$ cat src/rtl/hdmi_tx_vpg_pattern.sv
// Video pattern generator: raster timing plus colour bars, grey ramp, checkerboard or solid blue.
// Optional VPG_BORDER_EN macro draws a white one-pixel frame around the active area.
module hdmi_tx_vpg_pattern #(
    parameter int H_ACTIVE = 1280,
    parameter int H_FP     = 110,
    parameter int H_SYNC   = 40,
    parameter int H_BP     = 220,
    parameter int V_ACTIVE = 720,
    parameter int V_FP     = 5,
    parameter int V_SYNC   = 5,
    parameter int V_BP     = 20
) (
    input  logic       clk,
    input  logic       reset_n,
    input  logic [1:0] color_mode,
    output logic       vpg_de,
    output logic       vpg_hs,
    output logic       vpg_vs,
    output logic [7:0] vpg_r,
    output logic [7:0] vpg_g,
    output logic [7:0] vpg_b,
    output logic       frame_start
);

    localparam int H_TOTAL = H_ACTIVE + H_FP + H_SYNC + H_BP;
    localparam int V_TOTAL = V_ACTIVE + V_FP + V_SYNC + V_BP;
    // Counters are at least 8/4 bits wide so the ramp and checker bit selects always exist.
    localparam int HW    = ($clog2(H_TOTAL) > 8) ? $clog2(H_TOTAL) : 8;
    localparam int VW    = ($clog2(V_TOTAL) > 4) ? $clog2(V_TOTAL) : 4;
    localparam int BAR_W = (H_ACTIVE / 8 > 0) ? H_ACTIVE / 8 : 1;
    localparam int BPW   = (BAR_W > 1) ? $clog2(BAR_W) : 1;

    localparam logic [HW-1:0]  H_LAST   = HW'(H_TOTAL - 1);
    localparam logic [VW-1:0]  V_LAST   = VW'(V_TOTAL - 1);
    localparam logic [HW-1:0]  H_ACT    = HW'(H_ACTIVE);
    localparam logic [VW-1:0]  V_ACT    = VW'(V_ACTIVE);
    localparam logic [HW-1:0]  HS_BEG   = HW'(H_ACTIVE + H_FP);
    localparam logic [HW-1:0]  HS_END   = HW'(H_ACTIVE + H_FP + H_SYNC);
    localparam logic [VW-1:0]  VS_BEG   = VW'(V_ACTIVE + V_FP);
    localparam logic [VW-1:0]  VS_END   = VW'(V_ACTIVE + V_FP + V_SYNC);
    localparam logic [BPW-1:0] BAR_LAST = BPW'(BAR_W - 1);
`ifdef VPG_BORDER_EN
    localparam logic [HW-1:0]  H_ACT_LAST = HW'(H_ACTIVE - 1);
    localparam logic [VW-1:0]  V_ACT_LAST = VW'(V_ACTIVE - 1);
`endif

    typedef enum logic [1:0] {
        MODE_BARS  = 2'd0,
        MODE_RAMP  = 2'd1,
        MODE_CHECK = 2'd2,
        MODE_SOLID = 2'd3
    } mode_e;

    logic [HW-1:0]  h_cnt_q, h_cnt_d;
    logic [VW-1:0]  v_cnt_q, v_cnt_d;
    mode_e          mode_q, mode_d;
    logic [BPW-1:0] bar_pix_q, bar_pix_d;
    logic [2:0]     bar_idx_q, bar_idx_d;
    logic           de_q, de_d, hs_q, hs_d, vs_q, vs_d, fs_q, fs_d;
    logic [23:0]    rgb_q, rgb_d;
    logic           h_wrap, v_last;

    always_comb begin
        h_wrap    = (h_cnt_q == H_LAST);
        v_last    = (v_cnt_q == V_LAST);
        h_cnt_d   = h_wrap ? '0 : h_cnt_q + 1'b1;
        v_cnt_d   = v_cnt_q;
        mode_d    = mode_q;
        bar_pix_d = bar_pix_q;
        bar_idx_d = bar_idx_q;

        if (h_wrap) begin
            v_cnt_d = v_last ? '0 : v_cnt_q + 1'b1;
        end
        if (h_wrap && v_last) begin
            mode_d = mode_e'(color_mode);
        end

        // Bar position tracks h_cnt incrementally; index holds at 7 for remainder pixels.
        if (h_wrap) begin
            bar_pix_d = '0;
            bar_idx_d = '0;
        end else if (bar_idx_q != 3'd7) begin
            if (bar_pix_q == BAR_LAST) begin
                bar_pix_d = '0;
                bar_idx_d = bar_idx_q + 3'd1;
            end else begin
                bar_pix_d = bar_pix_q + 1'b1;
            end
        end

        de_d = (h_cnt_q < H_ACT) && (v_cnt_q < V_ACT);
        hs_d = (h_cnt_q >= HS_BEG) && (h_cnt_q < HS_END);
        vs_d = (v_cnt_q >= VS_BEG) && (v_cnt_q < VS_END);
        fs_d = (h_cnt_q == '0) && (v_cnt_q == '0);

        rgb_d = '0;
        case (mode_q)
            MODE_BARS:  rgb_d = {{8{~bar_idx_q[1]}}, {8{~bar_idx_q[2]}}, {8{~bar_idx_q[0]}}};
            MODE_RAMP:  rgb_d = {3{h_cnt_q[7:0]}};
            MODE_CHECK: rgb_d = {24{h_cnt_q[3] ^ v_cnt_q[3]}};
            MODE_SOLID: rgb_d = 24'h0000FF;
            default:    rgb_d = '0;
        endcase
`ifdef VPG_BORDER_EN
        if (h_cnt_q == '0 || h_cnt_q == H_ACT_LAST || v_cnt_q == '0 || v_cnt_q == V_ACT_LAST) begin
            rgb_d = '1;
        end
`endif
        if (!de_d) begin
            rgb_d = '0;
        end
    end

    always_ff @(posedge clk or negedge reset_n) begin
        if (!reset_n) begin
            h_cnt_q   <= '0;
            v_cnt_q   <= '0;
            mode_q    <= MODE_BARS;
            bar_pix_q <= '0;
            bar_idx_q <= '0;
            de_q      <= 1'b0;
            hs_q      <= 1'b0;
            vs_q      <= 1'b0;
            fs_q      <= 1'b0;
            rgb_q     <= '0;
        end else begin
            h_cnt_q   <= h_cnt_d;
            v_cnt_q   <= v_cnt_d;
            mode_q    <= mode_d;
            bar_pix_q <= bar_pix_d;
            bar_idx_q <= bar_idx_d;
            de_q      <= de_d;
            hs_q      <= hs_d;
            vs_q      <= vs_d;
            fs_q      <= fs_d;
            rgb_q     <= rgb_d;
        end
    end

    assign vpg_de      = de_q;
    assign vpg_hs      = hs_q;
    assign vpg_vs      = vs_q;
    assign vpg_r       = rgb_q[23:16];
    assign vpg_g       = rgb_q[15:8];
    assign vpg_b       = rgb_q[7:0];
    assign frame_start = fs_q;

endmodule

$ cat config.mk
export PLATFORM = sky130hd
export DESIGN_NAME = hdmi_tx_vpg_pattern
export DESIGN_NICKNAME = d
export VERILOG_FILES = /design/src/rtl/hdmi_tx_vpg_pattern.sv
export SDC_FILE = /design/constraint.sdc
export NUM_CORES = 1
export LEC_CHECK = 0
export BUFFER_PORTS_ARGS = -buffer_cell sky130_fd_sc_hd__buf_2
export CORE_ASPECT_RATIO = 0.7
export CORE_UTILIZATION = 52
export CTS_CLUSTER_DIAMETER = 40
export CTS_CLUSTER_SIZE = 16
export DETAILED_ROUTE_END_ITERATION = 8
export HOLD_SLACK_MARGIN = 0.08
export PLACE_DENSITY = 0.75
export REMOVE_ABC_BUFFERS = 1
export SLEW_MARGIN = 40
export SYNTH_ARGS = -nofsm -noshare
export SYNTH_HDL_FRONTEND = slang
export SYNTH_SLANG_ARGS = --single-unit
$ cat constraint.sdc
create_clock -name clk -period 1.94 [get_ports clk]
set_clock_uncertainty 0.15 [all_clocks]
set_input_delay 0.291 -clock clk [delete_from_list [all_inputs] [get_ports clk]]
set_output_delay 0.291 -clock clk [all_outputs]
set_load 0.05 [all_outputs]
Word level (Yosys, flattened, before mapping)
Index checks and enable logic that the tools add are counted.
Word-level totals
  register bits after elaboration: 62
  input port bits: 4
  output and inout port bits: 28
Cells by class
  add/subtract/negate cells: 4
  order comparisons: 6
  equality and inequality tests: 7
  muxes and demuxes: 10
  bitwise operators: 4
  reductions and logical operators: 11
Operator list (number)
  24-bit case mux with 4 select lines: 1
  24-bit two-way mux: 1
  8-bit two-way mux: 3
  11-bit < comparator, second input constant: 2
  10-bit < comparator, second input constant: 2
  11-bit by 1-bit adder with 11-bit output, second input constant: 1
  11-bit == test, second input constant: 1
  11-bit >= comparator, second input constant: 1
  11-bit zero test: 1
  11-bit two-way mux: 1
  10-bit by 1-bit adder with 10-bit output, second input constant: 1
  10-bit == test, second input constant: 1
  10-bit >= comparator, second input constant: 1
  10-bit zero test: 1
  10-bit two-way mux: 1
  3-bit two-way mux: 3
  8-bit by 1-bit adder with 8-bit output, second input constant: 1
  8-bit == test, second input constant: 1
  1-bit logical AND: 5
  2-bit == test, second input constant: 2
  2-bit nonzero test: 2
  3-bit by 1-bit adder with 3-bit output, second input constant: 1
  3-bit != test, second input constant: 1
  1-bit inverter: 3
  other kinds (4): 4

Logic depth before layout (Yosys ltp)
  depth in word-level cells: 4
  gate-level depth with buffers: 7
  depth with buffers taken out: 6

Worst setup path before layout
OpenSTA, ideal clock, no wires.
  path kind: register to register
  start point: reg h_cnt_q[7]
  end point: reg v_cnt_q[6]
  setup time: 0.064 ns
  arrival: 1.853 ns
  slack: -0.127 ns
  stages on the path, launching flop included: 7
  path through: dfrtp_1 -> buf_6 -> or4_4 -> or3_1 -> buf_2 -> nor4b_2 -> a21o_1
Between the ends
  cells in the longest elaborated chain, start to end: 1
Ends and longest elaborated chain
  from (decl): RTL line 54  | logic [HW-1:0] h_cnt_q, h_cnt_d;
  from (signal assigned): RTL line 128  | h_cnt_q <= h_cnt_d;
  11-bit == test: RTL line 64  | h_wrap = (h_cnt_q == H_LAST);
  to (signal assigned): RTL line 129  | v_cnt_q <= v_cnt_d;
  to (decl): RTL line 55  | logic [VW-1:0] v_cnt_q, v_cnt_d;
Every way passes these cells.
A chain may end at the register's enable or synchronous reset.

Worst setup path after layout
  start point: reg h_cnt_q[7]
  end point: reg v_cnt_q[0]
Same word-level chain as after synthesis.

==> results.cfg <==
[timing]
period_needed_ps = 1970
setup_violations = 5
holdWs_ps = 318
finalHoldViolations = 0
fmax_mhz = 507
finalCritPeriodShare_pct = 102
relSlewSlack_pct = 65.2
rsz0062_at_grt = yes
tightest_slew_ps = 517
drv_slew = 0
worst_slack_ps = -31.4

[synth]
synth_cell_types = 45
async_reset_ff_share_pct = 100
ys.flop_type = dfrtp_1
synthTopCellsByArea = dfrtp_1 54%, nor2_1 4.7%, a21oi_1 4.4%, ha_1 4.4%, nand2_1 2.8%
synthCells = 276
synth.most_common_cell = dfrtp_1
synth_top_area_share_pct = 54.3
synth_warnings = 0
synthTopCellsByCount = 62 x dfrtp_1, 36 x nor2_1, 25 x a21oi_1
synthesis.area_sq_um = 2860
ys_ff_latch = 62
ys_seq_area_share_pct = 54.3
synth_top_cell_by_area = dfrtp_1
synth.avg_cell_area_sq_um = 10.4
synth_edf_count = 0

[run_status]
violations = negative setup slack
status = finished, violations left

[floorplanning]
die_h_um = 64.0
core.rowCount = 22
fp.dieW_um = 90.6
start_util_pct = 54.4
die_area_sq_um = 5800
core_area_sq_um = 5260
ios = 32

[cts]
clkSlewWorstSetupHoldPaths_ps = 70
clk_latency_ps = 350
cts_htree_levels = 3
clkSinkCount = 62
cts_tree = built
cts_buffers = 9
cts_max_path_buffers = 2
cts-root-buf = clkbuf_8

[pwr]
p_seq_share_pct = 47.5
vdd_drop_max_v = 0.000597
p_sw_mw = 0.709
power.share.combinational_pct = 8.0
power.total_mw = 2.81
power.leakage_nw = 1.78
clock_power_share_pct = 44.5
p_int_mw = 2.10
powerDensity_nw_per_um2 = 770
swShare_pct = 25.2

[min_path]
holdCritPathClass = input pin to asynchronous set/reset pin

[detailed_routing]
ant_nets = 0
drt-total-wl_um = 6690
vias_per_cell = 5.48
post_drt_wl_per_cell_um = 15.8
drtPass1Iterations = 4
vias = 2313
drc = 0
drt_iter0_drc = 105

[placement]
placed_area_sq_um = 3310
io_buffers = 31
place.gp.congestion = 0.868
dp_hpwl_um = 4580

[global_route]
grt_pass1_wl_um = 10900
grt_pass1_vias = 2215
track_usage_pct = 25.3
antenna_found_initial = 0
grt_max_degree = 63
grt-ovfl-total = 0

[critical_path]
required_ps = 2080
worst-setup-path-type = flop to flop
rr_endpoint = v_cnt_q[0]
r2r_start = h_cnt_q[7]
reg2reg_slack_ps = -30
startpoint_type = flop
path_max_fanout = 7
arrival_ps = 2110
cp-end-kind = flop
rr_worst_depth = 5

[run]
drv_cap = 0

[layout]
num_antenna_cells = 0
area_growth_pct = 27.5
nets = 359
fin_area_sq_um = 3640
drive_gt1_share_pct = 28.6
## cells in the final DEF, fill, tap and decap left out, types with 8 or more instances in the layout
| cell | count |
|---|---|
| nand3_1 | 13 |
| nor2_1 | 36 |
| clkbuf_8 | 9 |
| nand2_1 | 20 |
| buf_2 | 31 |
| ha_1 | 10 |
| xnor2_1 | 8 |
| buf_4 | 32 |
| a21oi_1 | 24 |
| dfrtp_1 | 62 |
## how the worst max path moves through the flow
stage / startpoint / endpoint / slack, ps / cells after the start
floorplan: h_cnt_q[7] / v_cnt_q[4] / -390 / 4
global placement: h_cnt_q[7] / v_cnt_q[0] / -20 / 5
detailed placement: h_cnt_q[7] / v_cnt_q[6] / -100 / 5
CTS: h_cnt_q[7] / bar_pix_q[7] / 2 / 7
global route: h_cnt_q[7] / bar_pix_q[7] / -60 / 7
finish: h_cnt_q[7] / v_cnt_q[0] / -30 / 5
## state kept, by name, summed over array words and instances (netlist names)
| signal | count |
|---|---|
| bar_idx_q | 3 |
| bar_pix_q | 8 |
| vpg_de | 1 |
| rgb_q | 24 |
| vpg_hs | 1 |
| h_cnt_q | 11 |
| frame_start | 1 |
| mode_q | 2 |
| v_cnt_q | 10 |
| vpg_vs | 1 |
## per-layer routing
layer / track usage [%] / vias to the layer above / wire length [um] / share of wire, %
met2: 38.4 / 86 / 3080 / 46
li1: - / 1100 / - / -
met4: 9.48 / 0 / 85 / 1.3
met1: 34.2 / 1119 / 3110 / 47
met5: 0 / - / 0 / 0
met3: 7.98 / 8 / 412 / 6.2
## timing repair
action / in CTS / in global routing
gates resized for setup: 9 / 5
setup buffers: 1 / 3
hold buffers: 3 / 0
endpoints found under the hold margin: 64 / 0
pin swaps: 2 / 0
endpoints found under the setup margin: 8 / 15
cloned: 0 / 0
## power by group through the flow
stage | logic [mW] | clock network (mW) | registers (mW)
global route | 0.239 | 1.32 | 1.34
floorplan | 0.0312 | 0 | 1.47
CTS | 0.226 | 1.27 | 1.33
global placement | 0.217 | 0 | 1.36
finish | 0.224 | 1.25 | 1.33
detailed placement | 0.220 | 0 | 1.36
## worst max-delay path, stage by stage (launching register included)
cell     delay, ps
dfrtp_1        380
or4_4          560
nor3_4         240
buf_4          200
nor2b_2        200
mux2_2         170
## kinds of logic after synthesis
logic type	synth area share, %
simple gates	20.8
flops	54.3
compound gates	10.3
buf+inv	2.98
xor+xnor	4.29
fa+ha+maj	4.38
mux	2.98
## area by class of cell
cell class / instances / area (sq um)
Sequential cell: 62 / 1550
Multi-Input combinational cell: 195 / 1270
Timing Repair Buffer: 70 / 488
Inverter: 7 / 26.3
Clock buffer: 9 / 124
Fill cell: 406 / 1610
Tap cell: 72 / 90.1
Clock inverter: 7 / 97.6
## per-stage QoR
step	std cells	util (%)	TNS [ps]	setup slack [ps]
4_1_cts	419	68.5	0	1.87
2_1_floorplan	264	-	-3190	-392
3_5_place_dp	399	62.9	-359	-95.3
5_1_grt	422	69.3	-389	-64.2
3_3_place_gp	399	62.9	-24.0	-15.6
6_report	422	69.3	-82.2	-31.4
Power figures use the tool's default switching activity.
